## config.mk

```make
export PLATFORM = sky130hd
export DESIGN_NAME = vx_commit_writeback
export DESIGN_NICKNAME = d
export VERILOG_FILES = /design/src/rtl/vx_commit_writeback.sv
export SDC_FILE = /design/constraint.sdc
export NUM_CORES = 1
export LEC_CHECK = 0
export BUFFER_PORTS_ARGS = -buffer_cell sky130_fd_sc_hd__buf_2
export CELL_PAD_IN_SITES_DETAIL_PLACEMENT = 0
export CELL_PAD_IN_SITES_GLOBAL_PLACEMENT = 1
export CORE_AREA = 2 2 411 413
export CTS_BUF_LIST = sky130_fd_sc_hd__clkbuf_16
export DETAILED_ROUTE_END_ITERATION = 6
export DIE_AREA = 0 0 413 415
export PLACE_DENSITY = 0.32
export REMOVE_ABC_BUFFERS = 1
export SYNTH_ARGS = -nofsm -noshare
export SYNTH_HDL_FRONTEND = slang
export SYNTH_SLANG_ARGS = --single-unit
```

## constraint.sdc

```tcl
create_clock -name clk -period 6.9 [get_ports clk]
set_input_delay 0.69 -clock clk [delete_from_list [all_inputs] [get_ports clk]]
set_output_delay 0.69 -clock clk [all_outputs]
set_load 0.02 [all_outputs]
```

## src/rtl/vx_commit_writeback.sv

```systemverilog
// vx_commit_writeback: collects commit streams, grants one register writeback per cycle
// round-robin and reports the per-cycle retire count.
module vx_commit_writeback #(
    parameter int NUM_THREADS = 4,
    parameter int NUM_WARPS   = 4,
    parameter int NR_BITS     = 6,
    parameter int NW_BITS     = (NUM_WARPS > 1) ? $clog2(NUM_WARPS) : 1
) (
    input  logic                      clk,
    input  logic                      reset,
    input  logic                      alu_valid,
    output logic                      alu_ready,
    input  logic [NW_BITS-1:0]        alu_wid,
    input  logic [31:0]               alu_PC,
    input  logic [NUM_THREADS-1:0]    alu_tmask,
    input  logic                      alu_wb,
    input  logic [NR_BITS-1:0]        alu_rd,
    input  logic [NUM_THREADS*32-1:0] alu_data,
    input  logic                      ld_valid,
    output logic                      ld_ready,
    input  logic [NW_BITS-1:0]        ld_wid,
    input  logic [31:0]               ld_PC,
    input  logic [NUM_THREADS-1:0]    ld_tmask,
    input  logic                      ld_wb,
    input  logic [NR_BITS-1:0]        ld_rd,
    input  logic [NUM_THREADS*32-1:0] ld_data,
    input  logic                      csr_valid,
    output logic                      csr_ready,
    input  logic [NW_BITS-1:0]        csr_wid,
    input  logic [31:0]               csr_PC,
    input  logic [NUM_THREADS-1:0]    csr_tmask,
    input  logic                      csr_wb,
    input  logic [NR_BITS-1:0]        csr_rd,
    input  logic [NUM_THREADS*32-1:0] csr_data,
    input  logic                      fpu_valid,
    output logic                      fpu_ready,
    input  logic [NW_BITS-1:0]        fpu_wid,
    input  logic [31:0]               fpu_PC,
    input  logic [NUM_THREADS-1:0]    fpu_tmask,
    input  logic                      fpu_wb,
    input  logic [NR_BITS-1:0]        fpu_rd,
    input  logic [NUM_THREADS*32-1:0] fpu_data,
    input  logic                      gpu_valid,
    output logic                      gpu_ready,
    input  logic [NW_BITS-1:0]        gpu_wid,
    input  logic [31:0]               gpu_PC,
    input  logic [NUM_THREADS-1:0]    gpu_tmask,
    input  logic                      gpu_wb,
    input  logic [NR_BITS-1:0]        gpu_rd,
    input  logic [NUM_THREADS*32-1:0] gpu_data,
    input  logic                      st_valid,
    output logic                      st_ready,
    output logic                      wb_valid,
    output logic [NW_BITS-1:0]        wb_wid,
    output logic [31:0]               wb_PC,
    output logic [NUM_THREADS-1:0]    wb_tmask,
    output logic [NR_BITS-1:0]        wb_rd,
    output logic [NUM_THREADS*32-1:0] wb_data,
    output logic                      cmt_valid,
    output logic [2:0]                cmt_size
);
    localparam int NS = 5;
    localparam int DW = NUM_THREADS * 32;

    logic [NS-1:0]          valid, wb, ready;
    logic [NW_BITS-1:0]     wid   [NS];
    logic [31:0]            pc    [NS];
    logic [NUM_THREADS-1:0] tmask [NS];
    logic [NR_BITS-1:0]     rd    [NS];
    logic [DW-1:0]          data  [NS];
    logic [2:0]             rr, g, n;
    logic [3:0]             idx;
    logic                   found;

    assign valid = {gpu_valid, fpu_valid, csr_valid, ld_valid, alu_valid};
    assign wb    = {gpu_wb, fpu_wb, csr_wb, ld_wb, alu_wb};
    assign wid   = '{alu_wid, ld_wid, csr_wid, fpu_wid, gpu_wid};
    assign pc    = '{alu_PC, ld_PC, csr_PC, fpu_PC, gpu_PC};
    assign tmask = '{alu_tmask, ld_tmask, csr_tmask, fpu_tmask, gpu_tmask};
    assign rd    = '{alu_rd, ld_rd, csr_rd, fpu_rd, gpu_rd};
    assign data  = '{alu_data, ld_data, csr_data, fpu_data, gpu_data};

    // First writeback requester at or after rr, wrapping modulo 5.
    always_comb begin
        found = 1'b0;
        g     = 3'd0;
        idx   = 4'd0;
        for (int k = 0; k < NS; k++) begin
            idx = {1'b0, rr} + 4'(k);
            idx = (idx >= 4'd5) ? idx - 4'd5 : idx;
            if (!found && valid[idx[2:0]] && wb[idx[2:0]]) begin
                found = 1'b1;
                g     = idx[2:0];
            end
        end
    end

    always_comb begin
        n = {2'b0, found} + {2'b0, st_valid};
        for (int k = 0; k < NS; k++) n = n + {2'b0, valid[k] & ~wb[k]};
    end

    // Silent commits always pass; writeback commits only on grant.
    for (genvar i = 0; i < NS; i++) begin : g_rdy
        assign ready[i] = reset & (~wb[i] | (found & (g == 3'(i))));
    end

    assign {gpu_ready, fpu_ready, csr_ready, ld_ready, alu_ready} = ready;
    assign st_ready = reset;

    always_ff @(posedge clk or negedge reset) begin
        if (!reset) begin
            rr        <= 3'd0;
            wb_valid  <= 1'b0;
            wb_wid    <= '0;
            wb_PC     <= '0;
            wb_tmask  <= '0;
            wb_rd     <= '0;
            wb_data   <= '0;
            cmt_valid <= 1'b0;
            cmt_size  <= 3'd0;
        end else begin
            wb_valid  <= found;
            cmt_valid <= (n != 3'd0);
            cmt_size  <= n;
            if (found) begin
                rr       <= (g == 3'd4) ? 3'd0 : g + 3'd1;
                wb_wid   <= wid[g];
                wb_PC    <= pc[g];
                wb_tmask <= tmask[g];
                wb_rd    <= rd[g];
                wb_data  <= data[g];
            end
        end
    end
endmodule

```

==> results.toml, run 1 <==
[sta]
fmax_mhz = 160
setup_viol = 0
finalHoldViolations = 0
clock_skew_ns = 0.0158
period_share = 0.904
slew-limit-headroom = 0.326
slew_viol_final = 0
layout_min_cycle_time_ns = 6.24
setup_slack_ns = 0.665
rsz0062_at_grt = "false"
worstMarginPinSlew_ns = 1.01

[drt]
drt_iter0_drc = 1332
wl_per_cell_um = 27.5
finalWirelength_um = 142000
via_per_inst = 4.14
drcViolationCount = 0
num_vias = 21339
first_pass_iters = 7
antenna_left = 0

[cells_and_area]
instances_no_fill = 5155
area_growth_pct = 54.6
drive_gt1_frac = 0.404
final-seq-area_mm2 = 0.00450
fillers = 19517
nNetsFinal = 3800
multi_input_area_mm2 = 0.0102

[logic_synthesis]
yosys_warnings = 0
synth_common_cells = "o21ai_0 (359), nand3_1 (352), clkbuf_1 (219), a21oi_1 (183), dfrtp_1 (180)"
synth.area.top_cells = "dfrtp_1 (29%), o21ai_0 (11%), nand3_1 (11%)"
async_flop_share = 1.00
synth_top_cell_area_share = 0.287
ys.flop_type = "dfrtp_1"
synth_seq_area_share = 0.287
yosys_register_bits = 180
syn_area_mm2 = 0.0157
synth-edff-count = 0
syn_inst = 2020
synth_cell_types = 66
avgSynthCellArea_um2 = 7.76
post-synth-top-count-cell = "o21ai_0"
synth_top_cell_by_area = "dfrtp_1"

[setup_path]
crit_type = "register to primary output"
cp_max_fo = 14
reg2reg_to = "cmt_valid"
endpoint = "gpu_ready"
crit_family = "compound AO/OA/AOI/OAI gates"
r2r.worst_path.cells = 14
startpoint_type = "register"
crit_path_start = "rr[1]"
r2r_start = "rr[1]"
worstSetupPathDepth = 15
r2r_slack_ns = 1.08
path_buf_inv = 3
required_ns = 6.21
worst_setup_path_end_kind = "primary output"
cp_common_cell = "ha_1"
arrival_ns = 5.55
cpMaxStageDelayCell = "dfrtp_1"
cpPeakStageDelay_ns = 0.69
path_cells = "inv_1, ha_1, ha_1, nor2b_1, o21ai_0, mux2i_1, o32ai_2, mux2i_1, a2111o_2, nand2_1, inv_1, ha_1, o21ai_0, a21boi_0, buf_2"

[grt]
grt_max_degree = 138
grt_pass1_vias = 21806
grt_pass1_wl_um = 190000
grt_antenna_before_repair = 81
grt_overflow = 0
grt_usage = 0.159

[clock_tree]
cts-htree-levels = 4
clockBufferDepth = 2
post_cts_buffers = 0
worstSkewPairLatency_ns = 0.55
clock_sinks = 180
tritoncts = "yes"
cts_root_buffer = "clkbuf_16"
clk_pin_slew_ns = 0.10
cts_buffers = 17

[place]
place_ws_ns = 1.08
dpl.cell_count = 5093
routabilityCongestion = 0.835
dpl.hpwl_um = 109000
portBuffers = 1055

[floorplan]
die_h_um = 415
die_w_um = 413
rows = 150
io_pins = 1056
core_area_mm2 = 0.167
initial_core_util = 0.0941
dieArea_mm2 = 0.171

[status]
status = "completed"

[worst_hold_path]
hp-class = "primary input to register"
min_path_cells = 3
worstHoldStart = "gpu_PC[20]"

[job]
max_cap_viol_count = 0
worst min-delay path by stage:
stage,end,slack (ns)
3_5_place_dp,wb_data[49],0.48
6_report,wb_PC[20],0.46
4_1_cts,wb_data[65],0.38
2_1_floorplan,cmt_size[0],0.39
5_1_grt,wb_PC[20],0.42
3_3_place_gp,wb_data[12],0.48
kinds of logic (layout without fill, tap and decap cells):
group	Yosys count	count (layout)	share of synthesized area
compound gates	1112	1112	0.479
simple gates	427	427	0.139
xor+xnor	5	5	0.00279
mux	12	12	0.00790
buf+inv	266	1168	0.0667
other cells	0	29	0
fa+ha+maj	18	18	0.0168
flops	180	180	0.287
cell type report:
class,count,share of cell area
Antenna cell,29,0.00299
Clock buffer,17,0.0175
Clock inverter,15,0.00789
Inverter,11,0.00201
Multi-Input combinational cell,1574,0.420
Sequential cell,180,0.186
Tap cell,2204,0.114
Timing Repair Buffer,1125,0.250
stage by stage:
step / area [um^2] / hold slack [ns] / TNS [ns] / util
finish: 24300 / 0.460 / 0 / 0.146
global route: 24200 / 0.415 / 0 / 0.145
CTS: 24200 / 0.384 / 0 / 0.145
detailed placement: 23600 / 0.481 / 0 / 0.141
global placement: 23600 / 0.478 / 0 / 0.141
floorplan: 14700 / 0.394 / -1657.17 / -
flip-flops by register name, indices dropped and copies added, names as in the netlist:
signal and cells:
wb_valid 1, wb_tmask 4, cmt_size 3, wb_data 128, rr 3, wb_wid 2, cmt_valid 1, wb_rd 6
wb_PC 32
per-layer routing:
| layer | global-route usage | part of all wire |
|---|---|---|
| met3 | 0.0381 | 0.058 |
| met1 | 0.191 | 0.41 |
| met2 | 0.285 | 0.51 |
| met4 | 0.0312 | 0.016 |
| met5 | 0 | 0.0028 |
placed cells by master, fill, tap and decap left out, drive strengths merged, types with 4 or more instances in the layout:
cell | Yosys | routed
nor3 | 8 | 8
clkinv | 0 | 4
o211ai | 4 | 4
fa | 5 | 5
a21boi | 175 | 175
ha | 13 | 13
o21ai | 359 | 359
o31ai | 4 | 4
diode | 0 | 29
a21oi | 184 | 184
nor2b | 10 | 10
clkbuf | 224 | 17
nand2 | 16 | 16
and2 | 11 | 11
nand3b | 4 | 4
o2111ai | 4 | 4
nor2 | 7 | 7
inv | 11 | 18
mux2i | 9 | 9
buf | 31 | 1124
nand3 | 352 | 352
a21o | 177 | 177
o32a | 172 | 172
dfrtp | 180 | 180
xnor2 | 4 | 4
tightest hold or removal path: cells and delay by family:
family          cells  cell delay [ns]
buf+inv             1             0.08
compound gates      2             0.21
timing repair:
action,4_1_cts,5_1_grt
resized for setup,0,0
hold buffers,1,0
endpoints found under the hold margin,11,0
Power of run 1 is not shown: default switching activity piles up to over one toggle a cycle in this logic, so the estimate is an artifact.
==> inputs of run 2 (changes only) <==
CTS_BUF_LIST = sky130_fd_sc_hd__clkbuf_8   (was sky130_fd_sc_hd__clkbuf_16)
SLEW_MARGIN = 20   (was not set)
==> results.toml, run 2 (synthesis gave the netlist of run 1 again) <==
[cells_and_area]
area_growth_pct = 53.5
final_common_cell = "buf_2"
drive_gt1_frac = 0.404
fillers = 19534
multi_input_area_mm2 = 0.0102
top_register = "wb_data"
largest_reg_flops = 128
final_cell_mix = "buf_2 (1054), o21ai_0 (358), nand3_1 (352)"
final_area_mm2 = 0.0241
nNetsFinal = 3800
reg_top3 = "wb_data: 128 flops, wb_PC: 32 flops, wb_rd: 6 flops"
final-seq-area_mm2 = 0.00450
instances_no_fill = 5160

[floorplan]
io_pins = 1056
core_area_mm2 = 0.167
dieArea_mm2 = 0.171
initial_core_util = 0.0941
die_w_um = 413
rows = 150
die_h_um = 415

[clock_tree]
tritoncts = "yes"
cts_buffers = 17
clock_sinks = 180
cts-htree-levels = 4
clk_pin_slew_ns = 0.14
post_cts_buffers = 0
clockBufferDepth = 2
cts_root_buffer = "clkbuf_8"
worstSkewPairLatency_ns = 0.65

[sta]
setup_viol = 0
rsz0062_at_grt = "false"
slew-limit-headroom = 0.159
clock_skew_ns = 0.0242
period_share = 0.920
slew_viol_final = 0
layout_min_cycle_time_ns = 6.35
finalHoldViolations = 0
setup_slack_ns = 0.554
fmax_mhz = 158
worstMarginPinSlew_ns = 1.26

[place]
placed_cell_area_mm2 = 0.0236
dpl.cell_count = 5093
portBuffers = 1055
place_ws_ns = 1.08
dpl.hpwl_um = 109000
routabilityCongestion = 0.835

[drt]
num_vias = 21265
via_per_inst = 4.12
wl_per_cell_um = 27.4
finalWirelength_um = 142000
antenna_left = 0
drcViolationCount = 0
drt_iter0_drc = 1348
first_pass_iters = 5

[worst_hold_path]
hp-class = "primary input to register"

[grt]
grt_usage = 0.159
grt_overflow = 0
grt_antenna_before_repair = 85
grt_max_degree = 138
grt_pass1_wl_um = 190000
grt_pass1_vias = 21834

[setup_path]
cp_common_cell = "ha_1"
path_cells = "inv_1, ha_1, ha_1, nor2b_1, o21ai_0, mux2i_1, o32ai_2, mux2i_1, a2111o_2, nand2_1, inv_1, ha_1, o21ai_0, a21boi_0, buf_2"
crit_type = "register to primary output"
required_ns = 6.21
cpPeakStageDelay_ns = 0.71
cpMaxStageDelayCell = "dfrtp_1"
arrival_ns = 5.66
worst_setup_path_end_kind = "primary output"
cp_max_fo = 14
startpoint_type = "register"

[job]
max_cap_viol_count = 0

[status]
status = "completed"
==> run 2: changes by cell type in the layout (fill, tap and decap cells not counted) <==
cell and delta:
diode_2 +5, clkbuf_8 +17, clkbuf_16 -17
==> run 2: routing by layer <==
metal  routed length [um]  GRT usage
met3                 8550     0.0392
met5                  365          0
met4                 2940     0.0346
met1                58300      0.190
met2                71500      0.284
==> run 2: path summary, 6_finish.rpt <==
kind                        startpoint           to  slack (ns)  cells past startpoint
min in group asynchronous        reset  wb_data[19]        0.44                      2
max                              rr[1]    gpu_ready        0.55                     15
max reg2reg                      rr[1]    cmt_valid        1.09                     15
min reg2reg                wb_data[49]  wb_data[49]        0.50                      1
max in group asynchronous        reset  wb_data[25]        4.62                      4
min                         gpu_PC[20]    wb_PC[20]        0.35                      3
==> run 2: per-stage QoR <==
step / setup TNS (ns) / util / hold WS [ns]
after floorplan: -1657.17 / - / 0.394
after global placement: 0 / 0.141 / 0.478
after detailed placement: 0 / 0.141 / 0.481
after CTS: 0 / 0.144 / 0.221
after global routing: 0 / 0.144 / 0.256
final: 0 / 0.144 / 0.347
==> run 2: repair_timing <==
action                                 CTS  global route
endpoints found under the hold margin   11             0
hold buffers                             1             0
resized for setup                        0             0
==> run 2: final cells by class <==
cell class	count	share of cell area
multi-input combinational	1574	0.424
timing repair buffer	1125	0.252
sequential	180	0.187
tap	2204	0.115
clock buffer	17	0.00972
clock inverter	15	0.00795
antenna	34	0.00353
inverter	11	0.00203
==> run 2: critical path, delay by kind of cell, from the launching register on <==
family,cells,cell delay (ns)
adder cells (fa/ha/maj),3,1.05
AND/OR/NAND/NOR,2,0.36
AO/OA/AOI/OAI,5,1.73
buffers and inverters,3,0.61
flip-flops,1,0.71
multiplexers,2,0.54
Power of run 2 is left out for the same reason.
==> inputs of run 3 (changes only) <==
CORE_AREA = 2 2 409 411   (was 2 2 411 413)
DIE_AREA = 0 0 411 413   (was 0 0 413 415)
PLACE_DENSITY = 0.33   (was 0.32)
clock period = 5.4 ns   (was 6.9 ns; I/O delays follow)
==> results.toml, run 3 (synthesis gave the netlist of run 1 again) <==
[cells_and_area]
final_cell_mix = "buf_2 (1053), o21ai_0 (354), nand3_1 (351)"
final_core_util = 0.148
nNetsFinal = 3840
area_growth_pct = 56.5
top_register = "wb_data"
instances_no_fill = 5186
final_common_cell = "buf_2"
reg_top3 = "wb_data: 128 flops, wb_PC: 32 flops, wb_rd: 6 flops"
drive_gt1_frac = 0.417
largest_reg_flops = 128

[sta]
slew-limit-headroom = 0.348
layout_min_cycle_time_ns = 5.15
slew_viol_final = 0
setup_slack_ns = 0.248
tns_ns = 0
worstMarginPinSlew_ns = 0.979
setup_viol = 0
finalHoldViolations = 0
period_share = 0.954
clock_skew_ns = 0.0337
fmax_mhz = 194

[drt]
first_pass_iters = 5
finalWirelength_um = 141000
via_per_inst = 4.11
num_vias = 21292
wl_per_cell_um = 27.2
antenna_left = 0
drt_iter0_drc = 1159
drcViolationCount = 0

[job]
max_cap_viol_count = 0

[grt]
grt_pass1_wl_um = 188000
use_met3 = 0.0398
grt_antenna_before_repair = 76
grt_overflow = 0
met1_usage = 0.191
grt_max_degree = 105
grt_use_met2 = 0.280
busiest_layer = "met2"
grt_usage = 0.158
grt_pass1_vias = 21931

[clock_tree]
cts_buffers = 17
cts_root_buffer = "clkbuf_8"
tritoncts = "yes"
clk_pin_slew_ns = 0.14
clockBufferDepth = 2
cts-htree-levels = 4
clock_sinks = 180
worstSkewPairLatency_ns = 0.65

[setup_path]
crit_path_start = "rr[0]"
r2r.worst_path.cells = 17
worst_setup_path_end_kind = "register"
startpoint_type = "register"
crit_type = "register to register"
required_ns = 5.91
r2r_slack_ns = 0.25
endpoint = "cmt_valid"
arrival_ns = 5.66
r2r_start = "rr[0]"
reg2reg_to = "cmt_valid"
cp_max_fo = 5

[floorplan]
io_pins = 1056
core_area_mm2 = 0.166
die_h_um = 413
dieArea_mm2 = 0.170
rows = 150
die_w_um = 411
initial_core_util = 0.0945

[place]
portBuffers = 1055
dpl.cell_count = 5126
place_ws_ns = 0.183
routabilityCongestion = 0.824
dpl.hpwl_um = 107000

[status]
status = "completed"

[worst_hold_path]
hp-class = "primary input to register"
==> run 3: timing repair <==
action                                  CTS  global route
gates resized for setup                  15            15
hold endpoints to repair                 14             0
pin swaps                                 1             4
cloned                                    1             1
buffers inserted                          2             3
endpoints found under the setup margin    5             6
hold buffers                              1             0
==> run 3: per-layer routing <==
layer | vias up | routed length [um]
li1 | 9657 | -
met1 | 10695 | 59200
met2 | 717 | 71300
met3 | 165 | 8010
met4 | 58 | 2410
met5 | - | 307
==> run 3: cell type report <==
| class | count | area, um^2 |
|---|---|---|
| Antenna cell | 21 | 52.6 |
| Clock buffer | 18 | 248 |
| Clock inverter | 13 | 171 |
| Fill cell | 19470 | 141000 |
| Inverter | 11 | 48.8 |
| Multi-Input combinational cell | 1574 | 10300 |
| Sequential cell | 180 | 4510 |
| Tap cell | 2204 | 2760 |
| Timing Repair Buffer | 1165 | 6450 |
==> run 3: worst min path at each step <==
stage                     cells past startpoint  slack [ns]           from            to
after global placement                        1        0.43          reset  wb_data[110]
after CTS                                     3        0.07   gpu_data[24]   wb_data[24]
final                                         3        0.21  gpu_data[122]  wb_data[122]
after detailed placement                      1        0.43          reset   wb_data[19]
after global routing                          3        0.11   gpu_data[45]   wb_data[45]
after floorplan                               0        0.24          reset   cmt_size[0]
==> run 3: critical path, cell delays in order, from the launching register on <==
cell	delay, ns
dfrtp_1	0.41
inv_1	0.12
ha_1	0.16
inv_1	0.05
fa_1	0.43
a21oi_4	0.22
mux2i_2	0.29
mux2_2	0.22
o21ai_1	0.07
buf_4	0.16
a2111oi_4	0.36
and3_4	0.28
inv_8	0.04
fa_1	0.51
fa_1	0.42
fa_1	0.40
fa_1	0.50
or3_1	0.38
==> run 3: per-stage QoR <==
stage	area, um^2	hold WS, ns
finish	24500	0.211
global placement	23900	0.432
detailed placement	23900	0.431
floorplan	14700	0.244
global route	24500	0.114
CTS	24400	0.0668
Power of run 3 is left out for the same reason.
